### src/rtl/timer_irq_source.sv
// timer_irq_source
//   Memory-mapped countdown timer that drives one CP0 HWInt bit. Software loads
//   PRESET, then sets CTRL.EN. The timer reloads COUNT from PRESET, counts down
//   to zero and raises a pending flag. The pending flag is gated by CTRL.IM to
//   form irq. MODE 01 auto-reloads. Any other MODE behaves as one-shot.
//
//   Register window (word address addr[1:0] == byte address bits [3:2]):
//     0 CTRL   : [0] EN, [2:1] MODE, [3] IM; upper bits read 0
//     1 PRESET : read/write
//     2 COUNT  : read-only
//     3 -      : reads 0, writes ignored
//
// Ports
//   clk    in   1   system clock, all state on posedge
//   reset  in   1   synchronous, active-high
//   addr   in  30   word address [31:2]; only the low two bits are decoded
//   we     in   1   write strobe (already qualified by bridge chip-select)
//   din    in  32   write data
//   dout   out 32   read data, combinational on addr
//   irq    out  1   level interrupt request = pending & IM
module timer_irq_source #(
  parameter int CNT_W = 32
) (
  input  logic        clk,
  input  logic        reset,
  input  logic [29:0] addr,
  input  logic        we,
  input  logic [31:0] din,
  output logic [31:0] dout,
  output logic        irq
);

  typedef enum logic [1:0] {
    ST_IDLE = 2'd0,
    ST_LOAD = 2'd1,
    ST_CNT  = 2'd2,
    ST_INT  = 2'd3
  } state_t;

  state_t           r_state;
  state_t           w_state_nxt;
  logic [3:0]       r_ctrl;
  logic [3:0]       w_ctrl_nxt;
  logic [CNT_W-1:0] r_preset;
  logic [CNT_W-1:0] w_preset_nxt;
  logic [CNT_W-1:0] r_count;
  logic [CNT_W-1:0] w_count_nxt;
  logic             r_pending;
  logic             w_pending_nxt;

  logic             w_en;
  logic             w_auto;
  logic [1:0]       w_sel;
  logic             w_addr_unused;

  assign w_en   = r_ctrl[0];
  assign w_auto = (r_ctrl[2:1] == 2'b01);
  assign w_sel  = addr[1:0];
  // Upper address bits are decoded by the bridge, not here.
  assign w_addr_unused = ^addr[29:2];

  // Next-state and register updates. The FSM looks only at the registered
  // CTRL/PRESET values; a bus write in the same edge is applied last so it
  // overrides anything the FSM would have done to CTRL or pending.
  always_comb begin
    w_state_nxt   = r_state;
    w_ctrl_nxt    = r_ctrl;
    w_preset_nxt  = r_preset;
    w_count_nxt   = r_count;
    w_pending_nxt = r_pending;

    case (r_state)
      ST_IDLE: begin
        if (w_en) begin
          w_state_nxt = ST_LOAD;
        end
      end
      ST_LOAD: begin
        w_count_nxt = r_preset;
        w_state_nxt = ST_CNT;
      end
      ST_CNT: begin
        if (!w_en) begin
          // Disable freezes COUNT; re-enable always reloads from PRESET.
          w_state_nxt = ST_IDLE;
        end else if (r_count > CNT_W'(1)) begin
          w_count_nxt = r_count - CNT_W'(1);
        end else begin
          // COUNT of 1 or 0 both expire here, so PRESET=0 behaves like 1.
          w_count_nxt   = '0;
          w_pending_nxt = 1'b1;
          w_state_nxt   = ST_INT;
        end
      end
      ST_INT: begin
        w_state_nxt = ST_IDLE;
        if (w_auto) begin
          w_pending_nxt = 1'b0;
        end else begin
          w_ctrl_nxt[0] = 1'b0;
        end
      end
      default: begin
        w_state_nxt = ST_IDLE;
      end
    endcase

    if (we) begin
      case (w_sel)
        2'd0: begin
          w_ctrl_nxt    = din[3:0];
          w_pending_nxt = 1'b0;
        end
        2'd1: begin
          w_preset_nxt  = din[CNT_W-1:0];
          w_pending_nxt = 1'b0;
        end
        default: begin
        end
      endcase
    end
  end

  always_ff @(posedge clk) begin
    if (reset) begin
      r_state   <= ST_IDLE;
      r_ctrl    <= '0;
      r_preset  <= '0;
      r_count   <= '0;
      r_pending <= 1'b0;
    end else begin
      r_state   <= w_state_nxt;
      r_ctrl    <= w_ctrl_nxt;
      r_preset  <= w_preset_nxt;
      r_count   <= w_count_nxt;
      r_pending <= w_pending_nxt;
    end
  end

  always_comb begin
    dout = '0;
    case (w_sel)
      2'd0:    dout = {28'd0, r_ctrl};
      2'd1:    dout = 32'(r_preset);
      2'd2:    dout = 32'(r_count);
      default: dout = '0;
    endcase
  end

  assign irq = r_pending & r_ctrl[3];

endmodule
### config.mk
export PLATFORM = sky130hd
export DESIGN_NAME = timer_irq_source
export DESIGN_NICKNAME = d
export VERILOG_FILES = /design/src/rtl/timer_irq_source.sv
export SDC_FILE = /design/constraint.sdc
export NUM_CORES = 1
export LEC_CHECK = 0
export BUFFER_PORTS_ARGS = -buffer_cell sky130_fd_sc_hd__buf_4
export CAP_MARGIN = 15
export CORE_MARGIN = 2
export CORE_UTILIZATION = 55
export DETAILED_ROUTE_END_ITERATION = 10
export GPL_TIMING_DRIVEN = 0
export PLACE_DENSITY = 0.91
export SLEW_MARGIN = 20
export SYNTH_ARGS = -nofsm -noshare
export SYNTH_HDL_FRONTEND = slang
export SYNTH_SLANG_ARGS = --single-unit
### constraint.sdc
create_clock -name clk -period 6.1 [get_ports clk]
set_input_delay 0.305 -clock clk [delete_from_list [all_inputs] [get_ports clk]]
set_output_delay 0.305 -clock clk [all_outputs]
set_load 0.02 [all_outputs]
## After elaboration in Yosys (flattened, before gate mapping)

Cells that the tools add are included.

| word-level totals | value |
|---|---|
| flip-flop bits (word level) | 71 |
| bits of input ports | 65 |
| output and inout bits | 33 |
| word-level logic and storage cells | 44 |

| operators by class | value |
|---|---|
| add/sub/neg operators | 1 |
| order comparisons | 1 |
| equal/unequal tests | 9 |
| multiplexer cells | 18 |
| bitwise operators | 1 |
| reduce and logical (&&, ||, !) cells | 8 |

Operators by type and width:

| kind | number |
|---|---|
| $pmux 32 s3 | 1 |
| $mux 32 | 2 |
| $pmux 32 s2 | 1 |
| $gt 32x1->1 const B | 1 |
| $sub 32x1->32 const B | 1 |
| $mux 1 | 9 |
| $pmux 2 s4 | 1 |
| $reduce_and 2->1 | 4 |
| $eq 2x1->1 const B | 3 |
| $eq 2x2->1 const B | 3 |
| $mux 2 | 3 |
| $logic_not 2->1 | 2 |
| $ne 2x2->1 const B | 2 |
| $ne 3x3->1 const B | 1 |
| $pmux 1 s2 | 1 |
| $reduce_bool 2->1 | 1 |
| $reduce_or 2->1 | 1 |
| $and 1x1->1 | 1 |

## Longest topological paths before layout

| depth | value |
|---|---|
| word-level depth | 6 |
| gate-level depth with buffers | 9 |

## Least setup slack after synthesis

OpenSTA, ideal clock, no wires.

| timing path | value |
|---|---|
| kind | register -> register |
| from | reg r_count[4] |
| to | reg r_count[12] |
| library setup time | 122 ps |
| arrival | 2,585 ps |
| required time | 5,978 ps |
| path slack | 3,394 ps |
| cell stages (with the launch flop) | 9 |
| period minus slack after synthesis | 2,706 ps |
| path through | dfxtp_1 buf_6 or4_4 buf_6 or4_1 buf_2 o41ai_4 a211oi_1 a221o_1 |

| on the way | value |
|---|---|
| cells in the longest elaborated chain, start to end | 4 |

Ends and longest elaborated chain:

| what | RTL line | RTL |
|---|---|---|
| from (decl) | 46 | `logic [CNT_W-1:0] r_count;` |
| from (signal assigned) | 135 | `r_count <= w_count_nxt;` |
| $sub 32x1->32 / $gt 32x1->1 (equally long branches) | 87, 86 |  |
| $mux 32 (*) | 86 | `end else if (r_count > CNT_W'(1)) begin` |
| $mux 32 (*) | 83 | `if (!w_en) begin` |
| $pmux 32 s2 (*) | 72 | `case (r_state)` |

Every way passes the cells marked *; elsewhere a longest branch is shown, timed or not. The select of a mux whose other input is x is not followed.
A chain may end at the register's enable or synchronous reset.

## Worst setup path in the final report

| timing path | value |
|---|---|
| from | reg r_count[4] |
| to | reg r_count[17] |

The elaborated chain is that of the path after synthesis.

==> flow_summary.json <==
{
  "antenna_found_initial": 0,
  "critPathKind": "register to register",
  "synth_fa_ha_area_frac": 0.006211,
  "leakage_nw": 1.975,
  "portBuffers": 67,
  "grt_max_degree": 12,
  "synth_xor_area_frac": 0,
  "routed_wl_um": 15390,
  "use_met1": 0.5206,
  "drv_slew": 0,
  "netlist_area_um2": 4029,
  "required_ns": 6.29,
  "postRouteAntennaNets": 0,
  "place_area_um2": 4656,
  "cts_tree": "yes",
  "ys_top_cells_by_area": "dfxtp_1 (35%), nand2_1 (10%), a21oi_1 (6.6%), a22o_1 (6.1%), clkbuf_1 (4.1%)",
  "p_sw_w": 0.0002703,
  "yosysUniqueCellTypes": 55,
  "synth_flop_cell": "dfxtp_1",
  "synth.top_cell.area_share": 0.3528,
  "fin_cells": 717,
  "dpl.cell_count": 702,
  "report.final.setup_viol": 0,
  "grt_use_met3": 0.07678,
  "maxSlewHeadroom": 0.3279,
  "dr.pass1.iters": 6,
  "drive_gt1_frac": 0.1505,
  "vdd_drop_max_mv": 0.1437,
  "cp-end-kind": "register",
  "async_flop_share": 0,
  "cp.arrival_ns": 3.43,
  "via_per_inst": 6.608,
  "synth_top_family_by_area": "compound AO/OA/AOI/OAI gates",
  "cts_resized": 0,
  "drc": 0,
  "grt_pass1_wl_um": 23130,
  "synthMuxAreaShare": 0.02236,
  "hp-class": "primary input to register",
  "rows": 31,
  "max_clock_freq_ghz": 0.3094,
  "power_w": 0.0009394,
  "routedWlPerCell_um": 21.46,
  "die_h_um": 89.59,
  "final-seq-area_um2": 1421,
  "swShare": 0.2877,
  "cts_num_sinks": 71,
  "synth_compound_area_frac": 0.2842,
  "finClkSkew_ns": 0.008727,
  "busiest_layer": "met2",
  "postSynthAreaPerCell_um2": 7.517,
  "rsz0062_at_grt": "false",
  "yosys_warnings": 0,
  "path_max_fanout": 9,
  "syn_inst": 536,
  "clk_transition_reported_paths_ns": 0.08,
  "grt_overflow_total": 0,
  "holdPathStages": 3,
  "grt_pass1_vias": 4292,
  "hpwl_um": 10910,
  "fillCellCount": 611,
  "fp.coreArea_um2": 7176,
  "yosys.area_share.simple": 0.2748,
  "synth_edf_count": 0,
  "synth_top_area_cell": "dfxtp_1",
  "h-tree-depth": 3,
  "cts-root-buf": "clkbuf_8",
  "power-per-cell-area_nw_per_um2": 194.9,
  "final_nets": 681,
  "p_int_w": 0.0006691,
  "tightest_slew_ns": 0.9989,
  "track_usage": 0.3873,
  "gp_congestion": 0.9996,
  "cts_buffers": 9,
  "die-area_um2": 8025,
  "layout-area-overhead-vs-synth_pct": 19.63,
  "postCtsSetupBuffers": 0,
  "initial_utilization": 0.5615,
  "stdcell_area_um2": 4820,
  "fin_crit_ns": 3.232,
  "maxCapViolations": 0,
  "synth-seq-area-share": 0.3528,
  "pin_count": 98,
  "ys_ff_latch": 71,
  "ctsLongestPathBuffers": 2,
  "clockPowerShare": 0.358,
  "hold_viol_final": 0,
  "synth_nets": 603,
  "reg2reg_depth": 7,
  "fin_setup_tns_ns": 0,
  "antenna_cells": 0,
  "via_count": 4738,
  "period_share": 0.5299,
  "dieWidth_um": 89.59,
  "comb_power_share": 0.130,
  "start_kind": "register",
  "seqPwrFrac": 0.512,
  "drt_iter0_drc": 610,
  "outcome": "finished, final reports clean",
  "grt_use_met2": 0.6063,
  "clkLatencyLatePin_ns": 0.35,
  "multi_input_area_um2": 2367,
  "hold_buffers": 0
}
==> flip-flops by register name, summed over array words and instances, names as in the netlist <==
name	count
r_count	32
r_pending	1
r_preset	32
r_state	2
r_ctrl	4
==> cells by family (layout without fill, tap and decap cells) <==
family,Yosys count,in the layout
fa+ha+maj,2,2
simple gates,231,231
buf+inv,59,141
mux,9,9
flops,71,71
compound gates,164,164
==> synthesized netlist by cell type (10+ instances only) <==
cell type,count
nor2_1,21
nor3_1,10
a31oi_1,15
nor4_1,12
inv_1,10
nand2_1,109
a22o_1,28
nand3_1,24
a21oi_1,53
dfxtp_1,71
o21ai_0,12
clkbuf_1,44
==> layout by cell type (no fill, tap or decap), types with 3 or more instances in the layout <==
cell | Yosys | routed
a21oi_1 | 53 | 53
a22oi_1 | 3 | 3
o22ai_1 | 6 | 6
buf_4 | 0 | 67
and3_1 | 9 | 9
a31oi_1 | 15 | 15
nor2b_1 | 5 | 5
o211ai_1 | 6 | 6
a221oi_1 | 5 | 5
o311ai_0 | 6 | 6
nor2_1 | 21 | 21
buf_2 | 3 | 3
or2_2 | 4 | 4
or4_1 | 9 | 9
nor3_1 | 10 | 10
clkinv_2 | 0 | 3
dfxtp_1 | 71 | 71
nand3_1 | 24 | 24
nand2_1 | 109 | 109
nor4_1 | 12 | 12
nand4_1 | 8 | 8
and2_1 | 4 | 4
clkbuf_8 | 0 | 10
or3_1 | 5 | 5
o31ai_1 | 3 | 3
a22o_1 | 28 | 28
mux2i_1 | 9 | 9
nand2b_1 | 3 | 3
o21ai_0 | 12 | 12
a211o_1 | 3 | 3
inv_1 | 10 | 10
clkbuf_1 | 44 | 45
==> power by group through the flow <==
stage | Clock, W | Sequential (W) | Combinational (W)
after floorplan | 0 | 0.000488 | 0.0000657
after global placement | 0 | 0.000491 | 0.000114
after detailed placement | 0 | 0.000492 | 0.000116
after CTS | 0.000337 | 0.000481 | 0.000117
after global routing | 0.000353 | 0.000482 | 0.000129
final | 0.000336 | 0.000481 | 0.000122
==> through the flow <==
step | worst slack [ns] | utilization | hold slack, ns
after floorplan | 3.394 | - | 0.4410
after global placement | 3.016 | 0.6488 | 0.4601
after detailed placement | 3.053 | 0.6488 | 0.4677
after CTS | 3.019 | 0.6717 | 0.1940
after global routing | 2.774 | 0.6717 | 0.2033
final | 2.868 | 0.6717 | 0.1957
==> worst paths after layout <==
kind	start	end	slack, ns
max reg2reg	r_count[4]$_SDFFE_PP0P_	r_count[17]$_SDFFE_PP0P_	2.87
min reg2reg	r_preset[9]$_SDFFE_PP0P_	r_preset[9]$_SDFFE_PP0P_	0.48
max	r_count[4]$_SDFFE_PP0P_	r_count[17]$_SDFFE_PP0P_	2.87
min	din[8]	r_preset[8]$_SDFFE_PP0P_	0.20
==> final cells by class <==
type,instances,share of cell area
plain buffers,49,0.04206
clock buffers,11,0.02934
clock inverters,4,0.004673
inverters,10,0.007788
multi-input cells,406,0.4912
flip-flops and latches,71,0.2949
well taps,99,0.02570
repair buffers,67,0.1044
==> layer usage <==
metal | vias to the layer above | routed length, µm
met2 | 363 | 6889
met5 | - | 0
met3 | 70 | 1753
li1 | 2146 | -
met1 | 2159 | 6048
met4 | 0 | 693
==> critical path: stages (launching register included) <==
cell and delay [ns]:
dfxtp_1 0.31, buf_6 0.13, or4_4 0.53, buf_6 0.15, nor4_1 0.84, nand4_1 0.50, nand3_1 0.40, o311ai_0 0.20
Power figures use the tool's default switching activity.
